[src/rtl/dw_mac_frame_pipe_if.sv]
// Operand/result handshake bundle for dw_mac_frame_pipe.
interface dw_mac_frame_pipe_if #(
    parameter int A_WIDTH   = 6,
    parameter int B_WIDTH   = 8,
    parameter int OUT_WIDTH = 18
);
    logic                 in_valid;
    logic                 in_ready;
    logic [A_WIDTH-1:0]   inst_a;
    logic [B_WIDTH-1:0]   inst_b;
    logic [OUT_WIDTH-1:0] inst_c;
    logic                 inst_tc;
    logic                 out_valid;
    logic                 out_ready;
    logic [OUT_WIDTH-1:0] accum_out;
    logic                 ovf_out;

    modport master (
        output in_valid, inst_a, inst_b, inst_c, inst_tc, out_ready,
        input  in_ready, out_valid, accum_out, ovf_out
    );

    modport slave (
        input  in_valid, inst_a, inst_b, inst_c, inst_tc, out_ready,
        output in_ready, out_valid, accum_out, ovf_out
    );
endinterface

[src/rtl/dw_mac_frame_pipe.sv]
// Pipelined frame MAC: stage 1 multiplies, stage 2 accumulates onto the frame's c,
// a held output register presents one result (plus sticky overflow) per frame.
module dw_mac_frame_pipe #(
    parameter int A_WIDTH   = 6,
    parameter int B_WIDTH   = 8,
    parameter int OUT_WIDTH = 18,
    parameter int ACC_LEN   = 4,
    parameter int SAT_EN    = 0
) (
    input  logic                clk,
    input  logic                rst_n,
    input  logic                clr,
    dw_mac_frame_pipe_if.slave  bus,
    output logic                busy
);
    localparam int P_W = A_WIDTH + B_WIDTH;
    localparam logic [15:0] CNT_LAST = 16'(ACC_LEN - 1);

    typedef enum logic [1:0] {IDLE, ACCUM, HOLD} state_t;
    state_t state, state_nxt;

    logic [15:0]          cnt, cnt_nxt;
    logic                 first_beat, last_beat, beat_tc, accept;
    logic [P_W-1:0]       a_ext, b_ext, prod;
    logic                 frame_tc;
    logic                 s1_valid, s1_first, s1_last, s1_tc;
    logic [P_W-1:0]       s1_prod;
    logic [OUT_WIDTH-1:0] s1_c;
    logic                 s2_valid, s2_last;
    logic [OUT_WIDTH-1:0] acc, acc_nxt, base;
    logic                 ovf, ovf_now;
    logic [OUT_WIDTH:0]   base_ext, prod_ext, sum;
    logic [OUT_WIDTH-1:0] accum_q;
    logic                 ovf_q;
    logic                 out_valid, out_blocked, out_load;
    logic                 s1_stall, s2_stall, s1_valid_nxt, s2_valid_nxt;

    // Stage 2 also holds a completed last beat until the output register is free;
    // with ACC_LEN=1 two last beats can be in stage 1 and stage 2 at once.
    always_comb begin
        out_valid    = (state == HOLD);
        out_blocked  = out_valid && !bus.out_ready;
        s2_stall     = out_blocked && ((s1_valid && s1_last) || (s2_valid && s2_last));
        s1_stall     = s1_valid && s2_stall;
        bus.in_ready = clr || !s1_stall;
        accept       = bus.in_valid && bus.in_ready && !clr;
        first_beat   = (cnt == '0);
        last_beat    = (cnt == CNT_LAST);
        beat_tc      = first_beat ? bus.inst_tc : frame_tc;
        out_load     = s2_valid && s2_last && !out_blocked;
        cnt_nxt      = cnt;
        if (accept)
            cnt_nxt = last_beat ? '0 : cnt + 16'd1;
        s1_valid_nxt = s1_stall || accept;
        s2_valid_nxt = s2_stall ? s2_valid : s1_valid;
        busy         = (cnt != '0) || s1_valid || s2_valid;
    end

    always_comb begin
        a_ext = beat_tc ? {{B_WIDTH{bus.inst_a[A_WIDTH-1]}}, bus.inst_a}
                        : {{B_WIDTH{1'b0}}, bus.inst_a};
        b_ext = beat_tc ? {{A_WIDTH{bus.inst_b[B_WIDTH-1]}}, bus.inst_b}
                        : {{A_WIDTH{1'b0}}, bus.inst_b};
        prod  = a_ext * b_ext;
    end

    // One extra bit of headroom makes overflow visible in the top two sum bits.
    always_comb begin
        base     = s1_first ? s1_c : acc;
        base_ext = {s1_tc & base[OUT_WIDTH-1], base};
        prod_ext = {{(OUT_WIDTH + 1 - P_W){s1_tc & s1_prod[P_W-1]}}, s1_prod};
        sum      = base_ext + prod_ext;
        ovf_now  = s1_tc ? (sum[OUT_WIDTH] != sum[OUT_WIDTH-1]) : sum[OUT_WIDTH];
        acc_nxt  = sum[OUT_WIDTH-1:0];
        if (ovf_now && SAT_EN != 0) begin
            if (s1_tc && sum[OUT_WIDTH])
                acc_nxt = {1'b1, {(OUT_WIDTH - 1){1'b0}}};
            else
                acc_nxt = {!s1_tc, {(OUT_WIDTH - 1){1'b1}}};
        end
    end

    always_comb begin
        state_nxt = state;
        if (clr)
            state_nxt = IDLE;
        else if (out_load || out_blocked)
            state_nxt = HOLD;
        else if (cnt_nxt != '0 || s1_valid_nxt || s2_valid_nxt)
            state_nxt = ACCUM;
        else
            state_nxt = IDLE;
    end

    always_ff @(posedge clk or negedge rst_n) begin
        if (!rst_n)
            state <= IDLE;
        else
            state <= state_nxt;
    end

    always_ff @(posedge clk or negedge rst_n) begin
        if (!rst_n) begin
            cnt      <= '0;
            frame_tc <= 1'b0;
            s1_valid <= 1'b0;
            s1_first <= 1'b0;
            s1_last  <= 1'b0;
            s1_tc    <= 1'b0;
            s1_prod  <= '0;
            s1_c     <= '0;
            s2_valid <= 1'b0;
            s2_last  <= 1'b0;
            acc      <= '0;
            ovf      <= 1'b0;
            accum_q  <= '0;
            ovf_q    <= 1'b0;
        end else if (clr) begin
            cnt      <= '0;
            s1_valid <= 1'b0;
            s2_valid <= 1'b0;
            acc      <= '0;
            ovf      <= 1'b0;
        end else begin
            cnt      <= cnt_nxt;
            s1_valid <= s1_valid_nxt;
            s2_valid <= s2_valid_nxt;
            if (accept) begin
                s1_prod  <= prod;
                s1_first <= first_beat;
                s1_last  <= last_beat;
                s1_tc    <= beat_tc;
                if (first_beat) begin
                    s1_c     <= bus.inst_c;
                    frame_tc <= bus.inst_tc;
                end
            end
            if (s1_valid && !s2_stall) begin
                acc     <= acc_nxt;
                ovf     <= (ovf && !s1_first) || ovf_now;
                s2_last <= s1_last;
            end
            if (out_load) begin
                accum_q <= acc;
                ovf_q   <= ovf;
            end
        end
    end

    assign bus.out_valid = out_valid;
    assign bus.accum_out = accum_q;
    assign bus.ovf_out   = ovf_q;
endmodule

[src/flat_wrapper.sv]
// flat-port wrapper written by rule: the top's interface ports become plain ports
module dw_mac_frame_pipe_flat 
#(
    parameter int A_WIDTH   = 6,
    parameter int B_WIDTH   = 8,
    parameter int OUT_WIDTH = 18,
    parameter int ACC_LEN   = 4,
    parameter int SAT_EN    = 0
)
  (clk, rst_n, clr, busy, bus_in_valid, bus_inst_a, bus_inst_b, bus_inst_c, bus_inst_tc, bus_out_ready, bus_in_ready, bus_out_valid, bus_accum_out, bus_ovf_out);
  dw_mac_frame_pipe_if #(.A_WIDTH(A_WIDTH), .B_WIDTH(B_WIDTH), .OUT_WIDTH(OUT_WIDTH)) bus_i ();
  input  logic clk;
  input  logic rst_n;
  input  logic clr;
  output logic busy;
  input wire logic [$bits(bus_i.in_valid)-1:0] bus_in_valid;
  input wire logic [$bits(bus_i.inst_a)-1:0] bus_inst_a;
  input wire logic [$bits(bus_i.inst_b)-1:0] bus_inst_b;
  input wire logic [$bits(bus_i.inst_c)-1:0] bus_inst_c;
  input wire logic [$bits(bus_i.inst_tc)-1:0] bus_inst_tc;
  input wire logic [$bits(bus_i.out_ready)-1:0] bus_out_ready;
  output wire logic [$bits(bus_i.in_ready)-1:0] bus_in_ready;
  output wire logic [$bits(bus_i.out_valid)-1:0] bus_out_valid;
  output wire logic [$bits(bus_i.accum_out)-1:0] bus_accum_out;
  output wire logic [$bits(bus_i.ovf_out)-1:0] bus_ovf_out;
  assign bus_i.in_valid = bus_in_valid;
  assign bus_i.inst_a = bus_inst_a;
  assign bus_i.inst_b = bus_inst_b;
  assign bus_i.inst_c = bus_inst_c;
  assign bus_i.inst_tc = bus_inst_tc;
  assign bus_i.out_ready = bus_out_ready;
  assign bus_in_ready = bus_i.in_ready;
  assign bus_out_valid = bus_i.out_valid;
  assign bus_accum_out = bus_i.accum_out;
  assign bus_ovf_out = bus_i.ovf_out;
  dw_mac_frame_pipe #(.A_WIDTH(A_WIDTH), .B_WIDTH(B_WIDTH), .OUT_WIDTH(OUT_WIDTH), .ACC_LEN(ACC_LEN), .SAT_EN(SAT_EN)) u_core (.clk(clk), .rst_n(rst_n), .clr(clr), .bus(bus_i), .busy(busy));
endmodule
[config.mk]
export PLATFORM = sky130hd
export DESIGN_NAME = dw_mac_frame_pipe_flat
export DESIGN_NICKNAME = d
export VERILOG_FILES = /design/src/rtl/dw_mac_frame_pipe_if.sv /design/src/rtl/dw_mac_frame_pipe.sv /design/src/flat_wrapper.sv
export SDC_FILE = /design/constraint.sdc
export NUM_CORES = 1
export LEC_CHECK = 0
export BUFFER_PORTS_ARGS = -buffer_cell sky130_fd_sc_hd__buf_4
export CORE_ASPECT_RATIO = 0.7
export CORE_MARGIN = 1
export CORE_UTILIZATION = 33
export DETAILED_ROUTE_END_ITERATION = 8
export GPL_ROUTABILITY_DRIVEN = 0
export SLEW_MARGIN = 15
export SYNTH_ARGS = -nofsm -noshare
export SYNTH_HDL_FRONTEND = slang
export SYNTH_SLANG_ARGS = --single-unit
export TNS_END_PERCENT = 1
[constraint.sdc]
create_clock -name clk -period 8.1 [get_ports clk]
set_input_delay 1.62 -clock clk [delete_from_list [all_inputs] [get_ports clk]]
set_output_delay 1.62 -clock clk [all_outputs]
set_load 0.02 [all_outputs]
Word-level counts from Yosys, hierarchy flattened
Cells that the tools add are included.
Widths: inputs -> output; s select.
{ "classes": {"addsub": 2, "multipliers": 1, "div_mod_pow": 0, "magnitude_cmp": 0, "n_eq_ne": 3, "shifts": 0, "n_mux": 18, "bitwise_logic": 3, "reduce_logical": 33} }
{ "ops": {"columns": ["op", "count"], "rows": [
  ["$mux 18", 3],
  ["$mux 16", 3],
  ["$reduce_bool 16->1", 2],
  ["$mux 14", 2],
  ["$add 19x19->19", 1],
  ["$add 16x1->16 const B", 1],
  ["$eq 16x2->1 const B", 1],
  ["$logic_not 16->1", 1],
  ["$mul 14x14->14", 1],
  ["$logic_and 1x1->1", 10],
  ["$logic_or 1x1->1", 9],
  ["$mux 1", 8],
  ["$logic_not 1->1", 6],
  ["$reduce_and 2->1", 3],
  ["$mux 2", 2],
  ["$reduce_and 3->1", 1],
  ["$and 1x1->1", 2],
  ["$eq 2x2->1 const B", 1],
  ["$reduce_bool 2->1", 1],
  ["$ne 1x1->1", 1],
  ["$not 1->1", 1]
]} }
{ "totals": {"ff_bits": 94, "latch_bits": 0, "ram_bits": 0, "rom_bits": 0, "inputBits": 38, "output_inout_bits": 22, "n_memories": 0} }

Logic depth before layout (Yosys ltp)
{ "depth": {"depth_word": 15, "ltp_mapped": 28} }

Least setup slack after synthesis
OpenSTA, ideal clock, no wires.
{ "synth_path": {"kind": "input to register", "from": "in bus_inst_a[5]", "to": "reg u_core.s1_prod[13]", "setup_ns": 0.135, "arrival_time_ns": 6.813, "required_ns": 7.965, "slack_ns": 1.152, "stages": 22, "path_buffers": 2, "path_cell_list": "clkbuf_1 nor2b_1 clkbuf_1 nand2_1 fa_1 inv_1 fa_1 inv_1 fa_1 inv_1 fa_1 inv_1 fa_1 inv_1 fa_1 ha_1 and3_1 a21oi_1 o21ai_0 o41ai_1 xnor2_1 o21ai_0"} }
{ "synth_via": {"elab_chain_cells": 2} }
{ "synth_lines": {"columns": ["element", "line", "rtl"], "rows": [
  ["start: declaration", "flat_wrapper.sv:17", "input wire logic [$bits(bus_i.inst_a)-1:0] bus_inst_a;"],
  ["$mux 14", "dw_mac_frame_pipe.sv:60", "a_ext = beat_tc ? {{B_WIDTH{bus.inst_a[A_WIDTH-1]}}, bus.inst_a}"],
  ["$mul 14x14->14", "dw_mac_frame_pipe.sv:64", "prod = a_ext * b_ext;"],
  ["end signal: assignment", "dw_mac_frame_pipe.sv:129", "s1_prod <= prod;"],
  ["end: declaration", "dw_mac_frame_pipe.sv:27", "logic [P_W-1:0] s1_prod;"]
]} }
No other way between the ends.
A chain may end at the register's enable or synchronous reset.

Worst setup path after layout
{ "layout_path": {"from": "in bus_inst_tc", "to": "reg u_core.s1_prod[13]"} }
{ "layout_via": {"elab_chain_cells": 3, "elab_cells_between_ends": 4, "classes_between": "mul (1); mux (3)"} }
{ "layout_lines": {"columns": ["element", "line", "rtl"], "rows": [
  ["start: declaration", "flat_wrapper.sv:20", "input wire logic [$bits(bus_i.inst_tc)-1:0] bus_inst_tc;"],
  ["$mux 1 *", null, null],
  ["$mux 14, on equally long branches", "dw_mac_frame_pipe.sv:60, dw_mac_frame_pipe.sv:62", null],
  ["$mul 14x14->14 *", "dw_mac_frame_pipe.sv:64", null]
]} }
Every way passes the cells marked *; elsewhere a longest branch is shown, timed or not.

==> impl_results.md <==
- Critical Path Slowest Stage Cell: fa_1
- Worst EP arrival: around 7.2 ns
- IO Pins: 60
- Max VDD drop: 0.1223 mV
- Placed Cells: roughly 1,200
- Pre-CTS setup slack: 0.7653 ns
- Crit Path Category: input pin to flip-flop
- Worst path top cell family by delay: adder cells
- # port buffers: 59
- Total die area: between 20,000 and 25,000 µm²
- Total Wirelength: 16,330 µm
- Clk_skew: 0.01066 ns
- Distinct cells, synth: 61
- Register area share after synthesis: slightly above 30%
- Syn_area_per_cell: about 9.6 µm²
- Post-CTS setup buffer count: 0
- Crit end category: flip-flop
- Met2 usage: about a fifth
- Hold-fix buffers, CTS: 0
- Clk_lat worst skew: between 0.3 and 0.4 ns
- Mapped cell area: 7741 µm²
- Lkg Pwr: ~4.4 nW
- Die X: 185.1 µm
- Clock-pin slew on the worst setup and hold paths: approximately 0.06 ns
- Post-layout min period: roughly 7 ns
- DRT iter0 DRCs: around 230
- Critical path peak fanout: 9
- Post-DP HPWL: 12,340 µm
- Max frequency: around 0.14 GHz
- Met1 usage in global routing: 22.40%
- Cells after synthesis: 808
- Fin. max-slew vios: 0
- RSZ-0062 raised after global routing: false
- First-pass GRT wire length: 27,700 µm
- Setup-failing EPs final: 0
- CTS root buf: clkbuf_16
- Vias: 5,499
- Max-capacitance violation count: 0
- Fin cells: 1,173
- Routed vias/inst: between 4 and 5
- Status: finished, final reports clean
- Detailed-route DRC error count: 0
- Cells along the critical path: buf_4 -> mux2i_1 -> buf_4 -> nor2b_1 -> nand2_1 -> fa_1 -> inv_1 -> fa_1 -> inv_1 -> fa_1 -> inv_1 -> fa_1 -> inv_1 -> fa_1 -> inv_1 -> fa_1 -> ha_1 -> and3_1 -> a21oi_1 -> o21ai_0 -> o41ai_1 -> xnor2_1 -> o21ai_0
- Area Overhead vs Synth: 14.34%
- CTS tree: yes
- Drt pass-1 iters: 4
- Synth Flop Type: dfrtp_1
- Number of routed nets with antenna violations: 0
- Hold crit path type: flip-flop to flip-flop
- Final net count: between 1,000 and 1,500
- Ratio of cells with drive above 1 in the final layout: between 10% and 20%
- Met3 usage: 2.316%
- Total negative slack: 0 ns
- Data required time of the critical path: roughly 8.3 ns
- PwrDens: 252.6 nW/µm²
- Final hold slack: 0.4892 ns
- Largest net degree at the start of global routing: 49
- Vias in the first global route: 5,437
- Period utilization: 86.43%
- H-Tree Depth: 3
- CP peak stage delay: 0.52 ns
- Row count: between 40 and 50
- CP most frequent cell: fa_1
- Core ar.: 22,850 µm²
- Synth warn: 0
- Flops & latches, synth: 94
- Total CTS buffers: 9
- Ant diodes: 0
- Gr usage total: between 10% and 20%
- Buf/Inv on CP: 7
- Slew @ Worst Pin: 0.9517 ns
- Slew Limit Headroom: 36.55%
- Initial Utilization: between 30% and 40%
- Overflow after GRT: 0
- Commonest non-fill, non-tap cell in the layout: nand2_1
- Global route hottest layer: met1
- Commonest cells after routing, fill and taps aside: 117 x nand2_1, 95 x inv_1, 94 x dfrtp_1, 66 x buf_4, 62 x ha_1
- CTS sink cnt: between 90 and 100
- Endpoints failing hold: 0
- Crit path launch type: input pin
- Die Ht: roughly 130 µm
- Final worst slack: 1.099 ns
- # resized after CTS: 0
- Clock Path Buffers: 2
- Async S/R FF share, synth: 100.0%
- Initial antenna violation count: 0
- Post-Syn Nets: 960
- Fillers: 2,328
- Drt wl/cell: 13.92 µm
- EDFF count, synth: 0
## path summary, 6_finish.rpt
check	start	end	slack, ns	depth (start not counted)
worst max-delay path	bus_inst_tc	u_core.s1_prod[13]$_DFFE_PN0P_	1.10	23
worst min-delay path	u_core.s1_prod[11]$_DFFE_PN0P_	u_core.s1_prod[11]$_DFFE_PN0P_	0.49	2
worst max register to register	u_core.cnt[14]$_DFF_PN0_	u_core.s1_prod[13]$_DFFE_PN0P_	1.10	26
worst min register to register	u_core.s1_prod[11]$_DFFE_PN0P_	u_core.s1_prod[11]$_DFFE_PN0P_	0.49	2
max in group asynchronous	rst_n	u_core.s1_prod[9]$_DFFE_PN0P_	5.78	2
min in group asynchronous	rst_n	u_core.bus.accum_out[2]$_DFFE_PN0P_	1.28	1
## report_power, final
group | internal, mW | switching [mW] | total, mW
Clock | 0.304 | 0.187 | 0.490
Sequential | 0.539 | 0.0567 | 0.596
Combinational | 0.528 | 0.622 | 1.15
Total | 1.37 | 0.866 | 2.24
## synth_stat cells (all sizes together), types with 3 or more instances
library cell	count	share of area, %
nand2	117	5.7
inv	95	4.6
dfrtp	94	30
ha	62	10
mux2	56	8.1
fa	52	13
nor2	46	2.4
a21oi	43	2.8
xnor2	36	4.1
and2	28	2.3
clkbuf	23	1.1
o21ai	23	1.6
xor2	20	2.3
a21o	11	1.1
and3	9	0.99
nand3	9	0.65
o21bai	9	0.87
a211oi	8	0.91
nor3	8	0.58
nor4	7	0.73
buf	6	0.45
nor2b	5	0.50
a31oi	4	0.40
mux2i	4	0.52
nand4	4	0.52
or3	4	0.32
a31o	3	0.34
## logic make-up after synthesis
logic type      synth area share (%)
simple gates                   15.37
buf+inv                        6.174
compound gates                 9.601
fa+ha+maj                      23.47
flops                          30.39
mux                            8.663
xor+xnor                       6.336
## metal layers
metal,vias to the layer above,wire length [µm]
li1,2766,-
met1,2604,9138
met2,113,6361
met3,16,625
met4,0,202
met5,-,0
## sequential cells by signal (all words and copies together), names as in the netlist
name,cells
u_core.s2_last,1
u_core.s1_c,18
u_core.s1_valid,1
u_core.s1_last,1
u_core.bus.accum_out,18
u_core.cnt,16
u_core.state,2
u_core.frame_tc,1
u_core.acc,18
u_core.s2_valid,1
u_core.s1_first,1
u_core.ovf,1
u_core.s1_prod,14
u_core.bus.ovf_out,1
## tightest hold or removal path: stages (launching register included)
cell	delay (ns)
dfrtp_1	0.35
nand2_1	0.05
o21ai_0	0.06
## stage by stage
| step | utilization [%] | power [mW] | instance area (µm²) |
|---|---|---|---|
| 3_3_place_gp | 37.22 | 1.747 | 8506 |
| 4_1_cts | 38.74 | 2.262 | 8851 |
| 5_1_grt | 38.74 | 2.461 | 8851 |
| 3_5_place_dp | 37.22 | 1.755 | 8506 |
| 6_report | 38.74 | 2.236 | 8851 |
| 2_1_floorplan | - | 1.521 | 7741 |
## layout make-up
cell class                      count  area, µm²  area share [%]
Multi-Input combinational cell    590       4911           55.48
Sequential cell                    94       2352           26.58
Timing Repair Buffer               66      495.5           5.598
Tap cell                          312      390.4           4.411
Inverter                           95      356.6           4.029
Clock buffer                        9      225.2           2.545
Clock inverter                      7      120.1           1.357
(Power assumes the default switching activity.)
